`config.mk`:
```
export PLATFORM = sky130hd
export DESIGN_NAME = uart_tx
export DESIGN_NICKNAME = d
export VERILOG_FILES = /design/src/rtl/uart_pkg.sv /design/src/rtl/uart_tx_control_path.sv /design/src/rtl/uart_tx_data_path.sv /design/src/rtl/uart_tx.sv
export SDC_FILE = /design/constraint.sdc
export NUM_CORES = 1
export LEC_CHECK = 0
export CAP_MARGIN = 20
export CELL_PAD_IN_SITES_DETAIL_PLACEMENT = 0
export CELL_PAD_IN_SITES_GLOBAL_PLACEMENT = 1
export CORE_ASPECT_RATIO = 0.6
export CORE_MARGIN = 10
export CORE_UTILIZATION = 38
export CTS_CLUSTER_DIAMETER = 200
export DETAILED_ROUTE_END_ITERATION = 8
export GPL_TIMING_DRIVEN = 0
export HOLD_SLACK_MARGIN = 0.12
export PLACE_DENSITY_LB_ADDON = 0.1
export REMOVE_ABC_BUFFERS = 1
export SLEW_MARGIN = 40
export SYNTH_ARGS = -nofsm -noshare
export SYNTH_HDL_FRONTEND = slang
export SYNTH_SLANG_ARGS = --single-unit
```
`constraint.sdc`:
```
create_clock -name clk_i -period 1.7 [get_ports clk_i]
set_clock_uncertainty 0.1 [all_clocks]
set_input_delay 0.34 -clock clk_i [delete_from_list [all_inputs] [get_ports clk_i]]
set_output_delay 0.34 -clock clk_i [all_outputs]
set_load 0.01 [all_outputs]
```
`src/rtl/uart_pkg.sv`:
```
// Shared UART definitions: transmitter states, frame sizes and the CRC-8 step
// used by both uart_tx and uart_rx.
package uart_pkg;

   localparam int unsigned DATA_BITS = 8;
   localparam int unsigned CRC_BITS  = 8;

   localparam logic [7:0] CRC8_POLY = 8'h07;
   localparam logic [7:0] CRC8_INIT = 8'h00;

   typedef enum logic [2:0] {
      TxIdle,
      TxSync,
      TxStart,
      TxData,
      TxParity,
      TxCrc,
      TxStop
   } tx_state_t;

   // One serial CRC-8 step, fed with bits in transmission order.
   function automatic logic [7:0] crc8_step(input logic [7:0] crc, input logic bit_in);
      logic fb;
      fb = crc[7] ^ bit_in;
      return {crc[6:0], 1'b0} ^ (fb ? CRC8_POLY : 8'h00);
   endfunction

endpackage

```
`src/rtl/uart_tx_control_path.sv`:
```
// UART transmitter sequencing: frame FSM, bit counter and handshake outputs.
module uart_tx_control_path
   import uart_pkg::*;
(
   input  logic clk_i,
   input  logic rst_i,
   input  logic valid_i,
   input  logic crc_en_i,
   input  logic trigger_i,
   output logic ready_o,
   output logic busy_o,
   output logic accept_o,
   output logic bit_advance_o,
   output logic last_bit_o,
   output logic crc_en_o,
   output logic is_tx_sync_o,
   output logic is_tx_start_o,
   output logic is_tx_data_o,
   output logic is_tx_parity_o,
   output logic is_tx_crc_o,
   output logic is_tx_stop_o
);

   tx_state_t   state_q, state_d;
   logic [4:0]  bit_cnt_q, bit_cnt_d;
   logic        crc_en_q, crc_en_d;

   // Triggers in IDLE are ignored, so an acceptance-cycle trigger is never consumed.
   assign ready_o       = (state_q == TxIdle);
   assign busy_o        = ~ready_o;
   assign accept_o      = valid_i & ready_o;
   assign bit_advance_o = trigger_i & busy_o;
   assign crc_en_o      = crc_en_q;

   assign is_tx_sync_o   = (state_q == TxSync);
   assign is_tx_start_o  = (state_q == TxStart);
   assign is_tx_data_o   = (state_q == TxData);
   assign is_tx_parity_o = (state_q == TxParity);
   assign is_tx_crc_o    = (state_q == TxCrc);
   assign is_tx_stop_o   = (state_q == TxStop);

   // Last bit of the current DATA or CRC segment is on the line.
   assign last_bit_o = is_tx_crc_o ? (bit_cnt_q == 5'(CRC_BITS - 1))
                                   : (bit_cnt_q == 5'(DATA_BITS - 1));

   // State, bit counter and latched CRC enable.
   always_ff @(posedge clk_i) begin
      if (rst_i) begin
         state_q   <= TxIdle;
         bit_cnt_q <= '0;
         crc_en_q  <= 1'b0;
      end else begin
         state_q   <= state_d;
         bit_cnt_q <= bit_cnt_d;
         crc_en_q  <= crc_en_d;
      end
   end

   // Next-state logic: one transition per trigger while busy.
   always_comb begin
      state_d   = state_q;
      bit_cnt_d = bit_cnt_q;
      crc_en_d  = crc_en_q;
      unique case (state_q)
         TxIdle: begin
            if (accept_o) begin
               state_d   = TxSync;
               bit_cnt_d = '0;
               crc_en_d  = crc_en_i;
            end
         end
         TxSync: begin
            if (bit_advance_o) state_d = TxStart;
         end
         TxStart: begin
            if (bit_advance_o) begin
               state_d   = TxData;
               bit_cnt_d = '0;
            end
         end
         TxData: begin
            if (bit_advance_o) begin
               if (last_bit_o) state_d = TxParity;
               else            bit_cnt_d = bit_cnt_q + 5'd1;
            end
         end
         TxParity: begin
            if (bit_advance_o) begin
               if (crc_en_q) begin
                  state_d   = TxCrc;
                  bit_cnt_d = '0;
               end else begin
                  state_d = TxStop;
               end
            end
         end
         TxCrc: begin
            if (bit_advance_o) begin
               if (last_bit_o) state_d = TxStop;
               else            bit_cnt_d = bit_cnt_q + 5'd1;
            end
         end
         TxStop: begin
            if (bit_advance_o) state_d = TxIdle;
         end
         default: state_d = TxIdle;
      endcase
   end

endmodule

```
`src/rtl/uart_tx_data_path.sv`:
```
// UART transmitter datapath: shift register, parity, CRC LFSR and line register.
module uart_tx_data_path
   import uart_pkg::*;
#(
   parameter bit PARITY_ODD = 1'b0
) (
   input  logic       clk_i,
   input  logic       rst_i,
   input  logic [7:0] data_i,
   input  logic       accept_i,
   input  logic       bit_advance_i,
   input  logic       last_bit_i,
   input  logic       crc_en_i,
   input  logic       is_tx_sync_i,
   input  logic       is_tx_start_i,
   input  logic       is_tx_data_i,
   input  logic       is_tx_parity_i,
   input  logic       is_tx_crc_i,
   input  logic       is_tx_stop_i,
   output logic       tx_o,
   output logic       tx_int_o
);

   logic [7:0] shreg_q, shreg_d;
   logic [7:0] crc_q, crc_d;
   logic       par_q, par_d;
   logic       tx_q, tx_d;
   logic       tx_int_q, tx_int_d;

   assign tx_o     = tx_q;
   assign tx_int_o = tx_int_q;

   // Datapath registers; the line idles high.
   always_ff @(posedge clk_i) begin
      if (rst_i) begin
         shreg_q  <= '0;
         crc_q    <= CRC8_INIT;
         par_q    <= 1'b0;
         tx_q     <= 1'b1;
         tx_int_q <= 1'b0;
      end else begin
         shreg_q  <= shreg_d;
         crc_q    <= crc_d;
         par_q    <= par_d;
         tx_q     <= tx_d;
         tx_int_q <= tx_int_d;
      end
   end

   // Drive the next line bit on each trigger; the CRC register doubles as the
   // output shifter once all data bits have been folded in.
   always_comb begin
      shreg_d  = shreg_q;
      crc_d    = crc_q;
      par_d    = par_q;
      tx_d     = tx_q;
      tx_int_d = 1'b0;
      if (accept_i) begin
         shreg_d = data_i;
         crc_d   = CRC8_INIT;
         par_d   = 1'b0;
      end else if (bit_advance_i) begin
         if (is_tx_sync_i) begin
            tx_d = 1'b0;
         end else if (is_tx_start_i || (is_tx_data_i && !last_bit_i)) begin
            tx_d    = shreg_q[0];
            shreg_d = shreg_q >> 1;
            crc_d   = crc8_step(crc_q, shreg_q[0]);
            par_d   = par_q ^ shreg_q[0];
         end else if (is_tx_data_i) begin
            tx_d = par_q ^ PARITY_ODD;
         end else if (is_tx_parity_i && crc_en_i) begin
            tx_d  = crc_q[0];
            crc_d = crc_q >> 1;
         end else if (is_tx_crc_i && !last_bit_i) begin
            tx_d  = crc_q[0];
            crc_d = crc_q >> 1;
         end else if (is_tx_parity_i || is_tx_crc_i) begin
            tx_d = 1'b1;
         end else if (is_tx_stop_i) begin
            tx_d     = 1'b1;
            tx_int_d = 1'b1;
         end
      end
   end

endmodule

```
`src/rtl/uart_tx.sv`:
```
// UART transmitter top: 8 data bits LSB first, parity, optional CRC-8, one stop bit.
module uart_tx
   import uart_pkg::*;
#(
   parameter bit PARITY_ODD = 1'b0
) (
   input  logic       clk_i,
   input  logic       rst_i,
   input  logic [7:0] data_i,
   input  logic       valid_i,
   output logic       ready_o,
   input  logic       crc_en_i,
   input  logic       trigger_i,
   output logic       tx_o,
   output logic       busy_o,
   output logic       tx_int_o
);

   logic accept, bit_advance, last_bit, crc_en_q;
   logic is_tx_sync, is_tx_start, is_tx_data, is_tx_parity, is_tx_crc, is_tx_stop;

   uart_tx_control_path u_control (
      .clk_i          (clk_i),
      .rst_i          (rst_i),
      .valid_i        (valid_i),
      .crc_en_i       (crc_en_i),
      .trigger_i      (trigger_i),
      .ready_o        (ready_o),
      .busy_o         (busy_o),
      .accept_o       (accept),
      .bit_advance_o  (bit_advance),
      .last_bit_o     (last_bit),
      .crc_en_o       (crc_en_q),
      .is_tx_sync_o   (is_tx_sync),
      .is_tx_start_o  (is_tx_start),
      .is_tx_data_o   (is_tx_data),
      .is_tx_parity_o (is_tx_parity),
      .is_tx_crc_o    (is_tx_crc),
      .is_tx_stop_o   (is_tx_stop)
   );

   uart_tx_data_path #(
      .PARITY_ODD (PARITY_ODD)
   ) u_data (
      .clk_i          (clk_i),
      .rst_i          (rst_i),
      .data_i         (data_i),
      .accept_i       (accept),
      .bit_advance_i  (bit_advance),
      .last_bit_i     (last_bit),
      .crc_en_i       (crc_en_q),
      .is_tx_sync_i   (is_tx_sync),
      .is_tx_start_i  (is_tx_start),
      .is_tx_data_i   (is_tx_data),
      .is_tx_parity_i (is_tx_parity),
      .is_tx_crc_i    (is_tx_crc),
      .is_tx_stop_i   (is_tx_stop),
      .tx_o           (tx_o),
      .tx_int_o       (tx_int_o)
   );

endmodule

```
==> flow_summary.json <==
{
  "worst_setup_hold_path_clk_slew_ns": 0.11,
  "drt_wl_total_um": 4689,
  "report.final.setup_viol": 18,
  "core_region_area_um2": 4099,
  "status": "finished with violations",
  "critical_path_peak_fanout": 4,
  "crit_chain": "buf_12 -> or4b_4 -> and2_4 -> a2111oi_4 -> a31o_1",
  "finalHoldViolations": 0,
  "leak_nw": 0.8225,
  "utilization": 0.5553,
  "port_buffers": 16,
  "crit_path_dat_ns": 1.98,
  "netlist_area_um2": 1618,
  "via_count_of_the_first_global_routing_pass": 1494,
  "worstReg2RegStart": "u_control.state_q[1]",
  "synth.avg_cell_area_um2": 8.470,
  "ff_latch_count_synth": 28,
  "critPathMaxStageDelay_ns": 0.55,
  "antenna_found_initial": 0,
  "cpLargestDelayFamily": "simple AND/OR/NAND/NOR gates",
  "detail_route.wl_per_cell_um": 16.69,
  "cts-root-buf": "clkbuf_8",
  "synth_enable_flop_cells": 0,
  "setup_tns_ns": -0.7483,
  "critical_path_class": "reg2reg",
  "p_clk_frac": 0.228,
  "async_flop_share": 0,
  "hpwlAfterDp_um": 2844,
  "tightest_slew_ns": 0.5208,
  "floorplan.die_area_um2": 7353,
  "register_to_register_path_setup_slack_ns": -0.16,
  "first_pass_iteration_count_of_the_detailed_router": 4,
  "clock_tree_from_tritoncts": "yes",
  "ir_worst_vdd_mv": 0.4055,
  "floorplan.rows": 18,
  "grt_max_degree": 17,
  "hold_class": "reg2reg",
  "synth.largest_area_cell": "dfxtp_1",
  "crit_slowest_cell": "or4b_4",
  "worst_slew_margin_rel": 0.6513,
  "timing.final.crit_period_ns": 1.858,
  "global_placer_s_final_weighted_congestion": 0.7746,
  "drv_slew": 0,
  "power_per_cell_area_nw_per_um2": 1040,
  "fillers": 364,
  "instances_no_fill": 281,
  "fp.dieW_um": 104.2,
  "ctsHtreeMaxLevel": 1,
  "failed_checks": "setup timing",
  "cts_inserted_buffers": 3,
  "netlist_top_cells_area": "dfxtp_1 35%, a21oi_1 7.4%, mux2i_1 7.4%, nand3_1 3.4%, o21ai_0 3.4%",
  "hold_path.startpoint": "u_data.shreg_q[2]",
  "post-route-worst-setup-slack_ns": -0.1581,
  "cts-root-to-sink-buffers": 2,
  "worst_setup_path_startpoint": "u_control.state_q[1]",
  "crit_path_end_kind": "flop",
  "critical_path.n_buffers_inverters": 1,
  "netSwitchingFraction": 0.3416,
  "fin_nets": 236,
  "critical_path_depth": 5,
  "drv.max_cap_violation_count": 0,
  "switching_power_mw": 0.8083,
  "diodes": 0,
  "worstSetupStartpointType": "flop",
  "syn_inst": 191,
  "dp_cells": 251,
  "drt.antenna.violating_nets": 0,
  "chipHeight_um": 70.54,
  "timing.final.crit_share": 1.093,
  "layout_cell_share_with_drive_strength_beyond_1": 0.3122,
  "first_pass_grt_wire_length_um": 7465,
  "ys.flop_type": "dfxtp_1",
  "ff2ff_path_depth": 5,
  "postCtsHoldBufs": 0,
  "layout-area-overhead-vs-synth_pct": 40.68,
  "ys_warnings": 0,
  "finalHoldWorstSlack_ns": 0.3791,
  "vias_per_cell": 5.765,
  "grt.total_usage": 0.1207,
  "rsz_0062_raised_after_global_routing": "true",
  "initial_utilization": 0.3947,
  "total_vias_in_the_final_route": 1620,
  "worstSkewPairLatency_ns": 0.28,
  "synth_cell_type_count": 49,
  "r2r_end": "u_control.state_q[2]",
  "cellInternalPower_mw": 1.558,
  "comb_power_share": 0.439,
  "io-pin-count": 17,
  "timing.critical_path.required_ns": 1.83,
  "share_of_the_synthesized_area_in_the_top_cell_type": 0.3465,
  "synth.yosys.seq_area_share": 0.3465,
  "totalPowerFinal_mw": 2.366,
  "timing.critical_path.to": "u_control.state_q[2]",
  "max_freq_mhz": 538.2,
  "drt_drc_violations_left": 0,
  "sequentialPowerShare": 0.334,
  "detailedRoute.firstIterationViolations": 89,
  "gr-total-overflow": 0,
  "numClockSinks": 28
}
[stage by stage]
step	area, µm²	worst slack [ns]
after floorplan	1539	-0.4965
after global placement	1774	-1.182
after detailed placement	1780	-0.7867
after CTS	2146	-0.1231
after global routing	2276	-0.2143
final	2276	-0.1581
[power groups by stage]
stage / logic (mW) / clock network (mW) / registers, mW
after floorplan: 0.426 / 0 / 0.816
after global placement: 0.610 / 0 / 0.839
after detailed placement: 0.621 / 0 / 0.842
after CTS: 0.905 / 0.555 / 0.786
after global routing: 1.12 / 0.575 / 0.795
final: 1.04 / 0.539 / 0.790
[logic make-up after synthesis]
family / Yosys count / share of synthesized area
AOI/OAI and AO/OA: 69 / 0.2916
xor gates and xnor gates: 4 / 0.02165
adders and majority gates: 1 / 0.007733
buffers and inverters: 22 / 0.06264
DFF: 28 / 0.3465
muxes: 12 / 0.07425
and+or+nand+nor: 55 / 0.1957
[per-layer routing]
layer  vias up  routed length, µm  track usage
met5         -                  0            0
met4         0                 46      0.03379
met3         4                307      0.03617
met2        61               2081       0.1898
met1       780               2254       0.1573
li1        775                  -            -
[cell usage after synthesis (3+ instances only)]
cell / n
inv_1: 6
a211oi_1: 6
a21oi_1: 24
nand2_1: 13
o21ai_0: 11
nand3_1: 11
clkbuf_1: 9
nor2_1: 8
mux2i_1: 12
xnor2_1: 4
nand2b_1: 3
dfxtp_1: 28
or3_1: 4
o211ai_1: 4
buf_2: 3
[worst register-to-register path, stage by stage, from the launching register on]
cell	delay (ns)
dfxtp_4	0.38
buf_12	0.13
or4b_4	0.55
and2_4	0.18
a2111oi_4	0.33
a31o_1	0.14
[what timing repair did]
| item | in CTS | in global routing |
|---|---|---|
| cloned | 0 | 0 |
| hold endpoints to repair | 0 | 0 |
| buffers inserted | 20 | 6 |
| gates resized for setup | 46 | 22 |
| endpoints found under the setup margin | 29 | 28 |
| pin swaps | 9 | 16 |
[layout by cell type (no fill, tap or decap), types with 4 or more instances in the layout]
cell type and instances:
inv_1 5, nor2_1 7, nand2_1 11, mux2i_1 10, clkdlybuf4s50_1 11, o211ai_1 4, nand3_1 11, o21ai_0 8
dfxtp_1 22, buf_12 6, buf_6 4, a21oi_1 23, buf_4 16, o21ai_1 5
[worst min-delay path by stage]
stage          slack [ns]  cells after the start            endpoint
2_1_floorplan        0.31                      1  u_control.crc_en_o
3_5_place_dp         0.37                      2   u_data.shreg_q[2]
5_1_grt              0.40                      2   u_data.shreg_q[2]
6_report             0.38                      2   u_data.shreg_q[2]
4_1_cts              0.38                      2   u_data.shreg_q[2]
3_3_place_gp         0.36                      2   u_data.shreg_q[2]
[sequential cells by signal, indices dropped and copies added, names as in the netlist]
name,cells
u_control.bit_cnt_q,5
u_control.crc_en_o,1
u_control.state_q,3
u_data.crc_q,8
u_data.par_q,1
u_data.shreg_q,8
u_data.tx_int_o,1
u_data.tx_o,1
[final cells by class]
cell class	count	area [µm²]	area share
clock buffer	3	41.29	0.01814
tap	60	75.07	0.03299
clock inverter	1	30.03	0.01319
sequential	28	575.6	0.2529
inverter	6	22.52	0.009896
timing repair buffer	42	436.7	0.1919
multi-input combinational	141	1095	0.4810
Power figures use the tool's default switching activity.
==> variant: new RTL, config.mk and constraints unchanged <==
`PARITY_ODD` is set to 1'b0 in 2 places; all go to 1'b1.
--- a/src/rtl/uart_tx_data_path.sv
+++ b/src/rtl/uart_tx_data_path.sv
@@ -3,5 +3,5 @@
    import uart_pkg::*;
 #(
-   parameter bit PARITY_ODD = 1'b0
+   parameter bit PARITY_ODD = 1'b1
 ) (
    input  logic       clk_i,
--- a/src/rtl/uart_tx.sv
+++ b/src/rtl/uart_tx.sv
@@ -3,5 +3,5 @@
    import uart_pkg::*;
 #(
-   parameter bit PARITY_ODD = 1'b0
+   parameter bit PARITY_ODD = 1'b1
 ) (
    input  logic       clk_i,
Function: no difference found for any inputs over 10 cycles, from zero or initial values and one cycle with rst_i high; that may be too few to reach the edited logic, so the function may still have changed.
==> variant against the original RTL <==
The run still ends with setup timing left. Sequential cell count stayed put. Design area shrank 7.0%. Clock power is essentially flat. Setup slack gained 0.092 ns. Synthesized area fell by 2.5%. Maximum frequency increased by 5.2%. Routed wire length fell by 0.70%. Total power is 4.1% lower. Critical path type unchanged. Critical endpoint is now u_data.crc_q[5].
==> variant: results <==
group,metric,value,unit
place,dpl_worst_slack,-0.659,ns
worst_setup_path,cp_max_fo,6,
clock_tree,h-tree-depth,1,
worst_setup_path,rrSetupSlack,-0.07,ns
yosys,synth_compound_area_share,27.1,%
power_and_ir_drop,peakVddDrop,735,uV
clock_tree,clkLatencyLatePin,0.28,ns
yosys,synthMuxAreaShare,4.44,%
place,gp_congestion,0.797,
worst_setup_path,reg2regPathDepth,6,
timing,tns,-0.407,ns
timing,fin_ws,-0.0661,ns
outcome,outcome,"finished with violations",
worst_hold_path,min_path_type,"flop to flop",
yosys,netlist_top_cells_count,"dfxtp_1, a21oi_1, nand3_1",
detailed_routing,drt_iter0_drc,85,
yosys,synth_cell_type_count,48,
clock_tree,clockRootBuffer,"clkbuf_8",
global_routing,track_usage,12.7,%
finish,final_layout_size_suffix_gt1_share,26.5,%
yosys,synthXorXnorAreaFrac,2.22,%
power_and_ir_drop,p_leak,0.000696,uW
global_routing,grt_max_degree,25,
global_routing,grt_pass1_wl,7580,um
worst_setup_path,critPathCapture,"u_data.crc_q[5]",
detailed_routing,avgViaCountPerCell,5.89,
timing,holdWs,0.375,ns
worst_setup_path,critical_path_arrival,1.82,ns
yosys,synthAdderAreaFrac,0.793,%
place,dp_hpwl,2890,um
place,dpl_cell_area,1740,sq um
place,placedCellCount,242,
worst_setup_path,rr_startpoint,"u_control.bit_cnt_q[0]",
yosys,synthTopCellsByArea,"dfxtp_1, a21oi_1, mux2i_1, nand3_1, a211oi_1",
finish,diodes,0,
outcome,violations,"setup timing",
timing,setup_violations,11,
power_and_ir_drop,netSwitchingFraction,35.6,%
global_routing,grt_pass1_vias,1511,
timing,max_slew.worst_pin.slew,0.829,ns
yosys,yosysSeqAreaShare,35.5,%
detailed_routing,finalWirelength,4660,um
detailed_routing,vias,1560,
finish,fin_area,2120,sq um
yosys,postSynthCellCount,187,
## variant: cell type report
| type | instances | area [sq um] |
|---|---|---|
| fill | 360 | 1940 |
| multi-input combinational | 145 | 1070 |
| sequential | 28 | 579 |
| timing repair buffer | 33 | 310 |
| tap | 50 | 62.6 |
| clock buffer | 3 | 41.3 |
| clock inverter | 1 | 30.0 |
| inverter | 5 | 21.3 |
## variant: power by group through the flow
stage	combinational [uW]	sequential, uW	clock (uW)
after floorplan	450	823	0
after global placement	640	847	0
after detailed placement	655	850	0
after CTS	849	797	550
after global routing	1010	810	577
final	928	801	540
## variant: repair_timing
item | in CTS | in global routing
cloned | 1 | 1
setup buffers | 14 | 3
pin swaps | 5 | 8
hold buffers | 0 | 0
setup endpoints to repair | 29 | 23
resized for setup | 41 | 15
## variant: critical path, stage by stage (launching register included)
cell	delay, ns
dfxtp_4	0.37
ha_4	0.17
and4bb_4	0.24
buf_12	0.14
a21oi_4	0.28
mux2i_1	0.25
a211oi_1	0.10
## variant: worst min-delay path by stage
stage / from / to / depth (start not counted)
CTS: u_data.shreg_q[4] / u_data.shreg_q[4] / 2
detailed placement: u_data.shreg_q[4] / u_data.shreg_q[4] / 2
finish: u_data.shreg_q[4] / u_data.shreg_q[4] / 2
floorplan: rst_i / u_control.crc_en_o / 1
global route: u_data.shreg_q[4] / u_data.shreg_q[4] / 2
global placement: u_data.shreg_q[3] / u_data.shreg_q[3] / 2
## variant: cells by family after synthesis
kind of cell | after synthesis
compound gates | 60
xor+xnor | 4
fa+ha+maj | 1
buf+inv | 16
flops | 28
mux | 7
simple gates | 71
## variant: metal layers
layer	routed length (um)	GRT usage, %
met2	2090	19.6
met4	15	1.69
met5	0	0
met3	249	3.54
met1	2300	17.4
